File: config.mk
export PLATFORM = sky130hd
export DESIGN_NAME = dbg_mem_master
export DESIGN_NICKNAME = d
export VERILOG_FILES = /design/src/rtl/dbg_mem_master.sv
export SDC_FILE = /design/constraint.sdc
export NUM_CORES = 1
export LEC_CHECK = 0
export CELL_PAD_IN_SITES_DETAIL_PLACEMENT = 1
export CELL_PAD_IN_SITES_GLOBAL_PLACEMENT = 2
export CORE_MARGIN = 2
export CORE_UTILIZATION = 26
export CTS_CLUSTER_DIAMETER = 200
export DETAILED_ROUTE_END_ITERATION = 6
export PLACE_DENSITY = 0.81
export SLEW_MARGIN = 30
export SYNTH_ARGS = -nofsm -noshare
export SYNTH_HDL_FRONTEND = slang
export SYNTH_SLANG_ARGS = --single-unit
File: constraint.sdc
create_clock -name CK_REF -period 2.8 [get_ports CK_REF]
set_clock_uncertainty 0.05 [all_clocks]
set_input_delay 0.84 -clock CK_REF [delete_from_list [all_inputs] [get_ports CK_REF]]
set_output_delay 0.84 -clock CK_REF [all_outputs]
set_load 0.02 [all_outputs]
File: src/rtl/dbg_mem_master.sv
// Debug memory master: halts the CPU, performs one debug word access on the
// shared data-memory bus per command, and returns a one-cycle response.
// The CPU keeps the bus while not halted; while halted its writes are blocked.
module dbg_mem_master #(
  parameter int          HALT_SETTLE = 4,
  parameter logic [31:0] ADDR_MAX    = 32'd9
) (
  input  logic        CK_REF,
  input  logic        RST_N,
  // debug command channel
  input  logic        CMD_VALID,
  output logic        CMD_READY,
  input  logic        CMD_WRITE,
  input  logic        CMD_LAST,
  input  logic [31:0] CMD_ADDR,
  input  logic [31:0] CMD_WDATA,
  // response channel
  output logic        RSP_VALID,
  output logic [31:0] RSP_RDATA,
  output logic        RSP_ERR,
  // CPU control
  output logic        HALT,
  // CPU-side memory bus
  input  logic [31:0] CPU_ADDR_BUS,
  input  logic [31:0] CPU_DATA_OUT_BUS,
  input  logic        CPU_READ_WRN,
  // memory-side bus
  output logic [31:0] MEM_ACCESS_ADDRESS_BUS,
  output logic [31:0] MEM_ACCESS_DATA_OUT_BUS,
  output logic        MEM_ACCESS_READ_WRN,
  input  logic [31:0] MEM_ACCESS_DATA_IN_BUS
);

  localparam int CW = 16;
  // A settle length of zero still needs one SETTLE cycle to sequence the FSM.
  localparam logic [CW-1:0] CNT_INIT = (HALT_SETTLE < 1) ? CW'(1) : CW'(HALT_SETTLE);

  typedef enum logic [1:0] {
    S_IDLE,
    S_SETTLE,
    S_ACCESS,
    S_RESP
  } state_e;

  typedef struct packed {
    logic        write;
    logic        last;
    logic [31:0] addr;
    logic [31:0] wdata;
  } cmd_t;

  state_e        state_q, state_d;
  logic          halt_q, halt_d;
  logic [CW-1:0] cnt_q, cnt_d;
  cmd_t          cmd_q, cmd_d;
  logic          rsp_valid_q, rsp_valid_d;
  logic          rsp_err_q, rsp_err_d;
  logic [31:0]   rsp_rdata_q, rsp_rdata_d;

  logic          addr_err;

  // Out-of-range debug addresses never reach memory.
  assign addr_err  = (cmd_q.addr > ADDR_MAX);

  assign CMD_READY = (state_q == S_IDLE);
  assign RSP_VALID = rsp_valid_q;
  assign RSP_ERR   = rsp_err_q;
  assign RSP_RDATA = rsp_rdata_q;
  assign HALT      = halt_q;

  // State and datapath registers; reset aborts any command in flight.
  always_ff @(posedge CK_REF or negedge RST_N) begin
    if (!RST_N) begin
      state_q     <= S_IDLE;
      halt_q      <= 1'b0;
      cnt_q       <= '0;
      cmd_q       <= '0;
      rsp_valid_q <= 1'b0;
      rsp_err_q   <= 1'b0;
      rsp_rdata_q <= '0;
    end else begin
      state_q     <= state_d;
      halt_q      <= halt_d;
      cnt_q       <= cnt_d;
      cmd_q       <= cmd_d;
      rsp_valid_q <= rsp_valid_d;
      rsp_err_q   <= rsp_err_d;
      rsp_rdata_q <= rsp_rdata_d;
    end
  end

  // Next-state logic: accept, settle (new session only), access, respond.
  always_comb begin
    state_d     = state_q;
    halt_d      = halt_q;
    cnt_d       = cnt_q;
    cmd_d       = cmd_q;
    rsp_valid_d = 1'b0;
    rsp_err_d   = rsp_err_q;
    rsp_rdata_d = rsp_rdata_q;
    case (state_q)
      S_IDLE: begin
        if (CMD_VALID) begin
          cmd_d.write = CMD_WRITE;
          cmd_d.last  = CMD_LAST;
          cmd_d.addr  = CMD_ADDR;
          cmd_d.wdata = CMD_WDATA;
          if (halt_q) begin
            // Session already open: CPU is parked, go straight to the bus.
            state_d = S_ACCESS;
          end else begin
            halt_d  = 1'b1;
            cnt_d   = CNT_INIT;
            state_d = S_SETTLE;
          end
        end
      end
      S_SETTLE: begin
        if (cnt_q <= CW'(1)) begin
          cnt_d   = '0;
          state_d = S_ACCESS;
        end else begin
          cnt_d   = cnt_q - CW'(1);
        end
      end
      S_ACCESS: begin
        // Response registers load here so RSP_* are valid during RESP and
        // hold their value afterwards.
        rsp_valid_d = 1'b1;
        rsp_err_d   = addr_err;
        rsp_rdata_d = (!cmd_q.write && !addr_err) ? MEM_ACCESS_DATA_IN_BUS : 32'h0;
        state_d     = S_RESP;
      end
      S_RESP: begin
        if (cmd_q.last) halt_d = 1'b0;
        state_d = S_IDLE;
      end
      default: state_d = S_IDLE;
    endcase
  end

  // Bus mux: CPU owns the bus unless halted; while halted only ACCESS writes.
  always_comb begin
    MEM_ACCESS_ADDRESS_BUS  = CPU_ADDR_BUS;
    MEM_ACCESS_DATA_OUT_BUS = CPU_DATA_OUT_BUS;
    MEM_ACCESS_READ_WRN     = CPU_READ_WRN;
    if (halt_q) begin
      if (state_q == S_ACCESS) begin
        MEM_ACCESS_ADDRESS_BUS  = cmd_q.addr;
        MEM_ACCESS_DATA_OUT_BUS = cmd_q.wdata;
        MEM_ACCESS_READ_WRN     = !(cmd_q.write && !addr_err);
      end else begin
        MEM_ACCESS_READ_WRN     = 1'b1;
      end
    end
  end

endmodule
**Word-level counts from Yosys, hierarchy flattened**

Index checks and enable logic that the tools add are counted.

- Order comparisons: 2
- $add $sub $neg: 1
- Reduce and logical (&&, ||, !) cells: 12
- Equal/unequal tests: 7
- Muxes and demuxes: 19

Operator list:

| kind | number |
|---|---|
| two-way mux 32 bit | 5 |
| two-way mux 16 bit | 3 |
| greater-than comparator 32 x 4 -> 1 bit, second input constant | 1 |
| case mux 16 bit (2 select lines) | 1 |
| less-or-equal comparator 16 x 1 -> 1 bit, second input constant | 1 |
| subtractor 16 x 1 -> 16 bit, second input constant | 1 |
| inequality test 2 bit, second input constant | 4 |
| case mux 2 bit (4 select lines) | 1 |
| two-way mux 2 bit | 3 |
| AND reduction 3 bit | 2 |
| two-way mux 1 bit | 5 |
| == test 2 bit, second input constant | 2 |
| AND reduction 2 bit | 2 |
| nonzero test 2 bit | 2 |
| logical NOT 1 bit | 3 |
| == test 2 x 1 -> 1 bit, second input constant | 1 |
| logical AND 1 bit | 2 |
| logical NOT 2 bit | 1 |
| case mux 1 bit (2 select lines) | 1 |

- Input bits: 166
- Register bits: 119
- Output and inout port bits: 101
- Word-level logic and storage cells: 51

**Depth between registers and ports, before layout**

- Depth in word-level cells: 6
- Depth in mapped cells: 8
- Mapped depth without buffers: 6

**Least setup slack after synthesis**

No wires, ideal clock.

- Kind: register to output
- From: reg state_q[0]
- To: out MEM_ACCESS_ADDRESS_BUS[0]
- Stages on the path, launching flop included: 7
- Data arrival time: 1.796 ns
- Required time: 1.910 ns
- Path slack: 0.114 ns
- Buffers on the path: 2
- Path through: dfrtp_1 inv_1 ha_1 clkbuf_1 nand2_1 clkbuf_1 mux2_2

- Longest elaborated chain between the ends: 3

Ends and longest elaborated chain:

| element | RTL line | source |
|---|---|---|
| start: declaration | 52 | `state_e state_q, state_d;` |
| start signal: assignment | 82 | `state_q <= state_d;` |
| == test 2 bit | 148 | `if (state_q == S_ACCESS) begin` |
| two-way mux 32 bit | 148 |  |
| two-way mux 32 bit | 147 | `if (halt_q) begin` |
| end: declaration | 28 | `output logic [31:0] MEM_ACCESS_ADDRESS_BUS,` |

No other way between the ends.

**Worst setup path in the final report**

- From: reg cmd_q[37] (netlist name)
- To: out MEM_ACCESS_READ_WRN

- Longest elaborated chain between the ends: 6

Ends and longest elaborated chain:

| element | RTL line | source |
|---|---|---|
| start: declaration | 55 | `cmd_t cmd_q, cmd_d;` |
| start signal: assignment | 85 | `cmd_q <= cmd_d;` |
| greater-than comparator 32 x 4 -> 1 bit | 63 | `assign addr_err = (cmd_q.addr > ADDR_MAX);` |
| logical NOT 1 bit | 151 | `MEM_ACCESS_READ_WRN = !(cmd_q.write && !addr_err);` |
| logical AND 1 bit | 151 |  |
| logical NOT 1 bit | 151 |  |
| two-way mux 1 bit | 148 |  |
| two-way mux 1 bit | 147 |  |
| end: declaration | 30 | `output logic MEM_ACCESS_READ_WRN,` |

No other way between the ends.

==> qor.yml <==
cts-root-to-sink-buffers: 2
post_synthesis_sequential_element_count: 119
synth.largest_area_cell: "sky130_fd_sc_hd__dfrtp_1"
leakage_nw: 4.47
buffer_ports.inserted: 266
violated_checks: "setup timing"
timing.critical_path.arrival_ns: 1.94
p_per_cell_area_mw_per_mm2: 990
die_extent_in_x_um: 154
detail-route-antenna-nets: 0
post_layout_nonfiller_instances: 1080
yosys-top-cells-area: "sky130_fd_sc_hd__dfrtp_1 51%, sky130_fd_sc_hd__mux2_2 25%, sky130_fd_sc_hd__a31o_2 4.8%"
run_status: "finished with violations"
synth_cell_type_count: 45
grt_usage_pct: 17.0
syn_area_mm2: 0.00584
dr_drc_count: 0
first_iter_violations: 116
layout.cell_area.non_filler_mm2: 0.0102
grt_setup_unrepaired: "yes"
detailroute.via_count: 5098
max-vdd-ir-drop_mv: 0.446
crit_path_max_incr_delay_ns: 0.41
finalCritPeriodShare_pct: 101
number_of_antenna_violations_at_the_first_check_in_global_routing: 1
min_period_ns: 2.83
clkSinkCount: 119
core_box_area_mm2: 0.0220
initial_utilization_pct: 26.6
mappedNetlistNets: 635
synth.yosys.seq_area_share_pct: 51.0
clock_slew_at_the_register_clock_pins_of_the_worst_setup_and_hold_paths_ns: 0.06
ctsRootBufferMaster: "sky130_fd_sc_hd__clkbuf_16"
drt_pass1_iterations: 5
timing.critical_path.cells: "nor4_2 -> buf_4 -> nand4_1 -> nor2_2 -> a41oi_2 -> buf_4"
fmax_mhz: 354
final-setup-viol-count: 5
yosys_most_used_dff: "sky130_fd_sc_hd__dfrtp_1"
total_power_mw: 10.1
final_core_util_pct: 46.3
timing.critical_path.slowest_stage_cell: "sky130_fd_sc_hd__dfrtp_1"
grt_pass1_wl_um: 31500
tritoncts.num_buffers: 17
final.setup.worst_slack_ns: -0.0260
total_neg_setup_slack_ns: -0.0786
ctsHtreeMaxLevel: 4
ctsHoldBuffers: 0
route.detailed.wl_per_inst_um: 18.8
totalWireLength_um: 20300
hold_path_class: "in -> async"
timing.max_slew.rel_slack_pct: 50.3
worstSkewPairLatency_ns: 0.41
timing_worst_setup_path_type: "reg -> out"
via_count_of_the_first_global_routing_pass: 5774
dpl-instance-area_mm2: 0.00920
maxCapViolCount: 0
critPathCaptureType: "output pin"
via_per_inst: 4.72
actual_slew_at_the_worst_max_slew_pin_ns: 0.746
timing.critical_path.max_delay_family: "simple AND/OR/NAND/NOR gates"
globalplace.congestion: 0.792
rows: 54
cp_common_cell: "sky130_fd_sc_hd__buf_4"
timing.reg2reg.setup_slack_ns: 0.17
synthesized_instance_count: 463
timing.final.max_slew_violations: 0
cp_max_fo: 2
place_inst: 1027
timing.final.hold_violations: 0
die_outline_area_mm2: 0.0237
grt.overflow.total: 0
synthToLayoutAreaGrowth_pct: 74.1
synth_edf_count: 0
cts_tree: "yes"
netlist.area_leader.share_pct: 51.0
ios: 267
grt_start_max_net_pins: 70
share_of_layout_cells_above_drive_strength_1_pct: 43.4
synth_async_sr_flop_share_pct: 100
worstPathBufferInverterCount: 2
worstSetupStartpointType: "register"
synth_area_per_cell_um2: 12.6
worst_endpoint_required_time_ns: 1.91
final_net_count: 959
dp_hpwl_um: 14600
fp.dieH_um: 154
yosys_warnings: 0
layout by cell type, fill, tap and decap left out, types with 13 or more instances in the layout:
cell                              synthesis  final
sky130_fd_sc_hd__dfrtp_1                119    119
sky130_fd_sc_hd__a31o_2                  32     21
sky130_fd_sc_hd__clkbuf_16                0     19
sky130_fd_sc_hd__buf_2                   12     35
sky130_fd_sc_hd__nor2b_1                 34     33
sky130_fd_sc_hd__mux2_2                 130    117
sky130_fd_sc_hd__buf_6                    1     24
sky130_fd_sc_hd__clkdlybuf4s50_1          0    199
sky130_fd_sc_hd__mux2_4                   0     13
sky130_fd_sc_hd__buf_4                    0     61
cell usage after synthesis (all sizes together) (6+ instances only):
library cell / n
nor2b: 34
ha: 6
dfrtp: 119
inv: 8
clkbuf: 18
mux2: 130
buf: 14
o21ai: 8
a31o: 32
nor3: 6
nor4: 10
a21oi: 6
nand2: 11
nor2: 7
o211ai: 7
state kept, by name (all words and copies together), names as in the netlist:
register and count:
RSP_VALID 1, RSP_RDATA 32, cnt_q 16, RSP_ERR 1
cmd_q 66, state_q 2, HALT 1
worst paths after layout:
check                      startpoint             endpoint  cells past startpoint
setup / recovery            cmd_q[37]  MEM_ACCESS_READ_WRN                      6
hold / removal                  RST_N        RSP_RDATA[17]                      1
setup reg to reg            cmd_q[37]         RSP_RDATA[7]                     13
hold reg to reg             cmd_q[32]            cmd_q[32]                      1
max in group asynchronous       RST_N             cmd_q[8]                      2
min in group CK_REF         cmd_q[32]            cmd_q[32]                      1
kinds of logic after synthesis:
family,count (synthesis),share of synthesized area [%]
adders and majority gates,6,1.28
muxes,131,25.2
DFF,119,51.0
buffers and inverters,40,2.95
xor gates and xnor gates,5,0.749
and+or+nand+nor,86,8.74
AOI/OAI and AO/OA,76,10.1
metal layers:
| layer | up-vias | GRT usage [%] | share of wire [%] |
|---|---|---|---|
| li1 | 2357 | - | - |
| met1 | 2556 | 18.7 | 39 |
| met2 | 172 | 31.0 | 54 |
| met3 | 13 | 6.12 | 6.6 |
| met4 | 0 | 4.58 | 1.2 |
| met5 | - | 0 | 0 |
final cells by class:
| type | instances | area, um^2 |
|---|---|---|
| Antenna cell | 1 | 2.50 |
| Clock buffer | 20 | 457 |
| Clock inverter | 11 | 198 |
| Fill cell | 2288 | 11800 |
| Inverter | 8 | 30.0 |
| Multi-Input combinational cell | 304 | 2930 |
| Sequential cell | 119 | 2980 |
| Tap cell | 280 | 350 |
| Timing Repair Buffer | 337 | 3230 |
report_power, final:
group          internal [mW]  switching, mW  total [mW]
logic                   2.52           2.27        4.79
clock network           1.63          0.792        2.42
registers               2.34          0.515        2.86
repair_timing:
item | CTS | global route
gates cloned | 2 | 3
gates resized for setup | 283 | 78
pin swaps | 1 | 11
setup endpoints to repair | 65 | 88
hold endpoints to repair | 0 | 0
setup buffers | 14 | 8
through the flow:
stage | setup WS [ns] | hold slack (ns)
after global placement | -0.233 | 0.438
after detailed placement | -0.231 | 0.443
after global routing | -0.132 | 0.471
after CTS | -0.117 | 0.446
final | -0.0260 | 0.434
after floorplan | 0.114 | 0.422
Power figures use the tool's default switching activity.
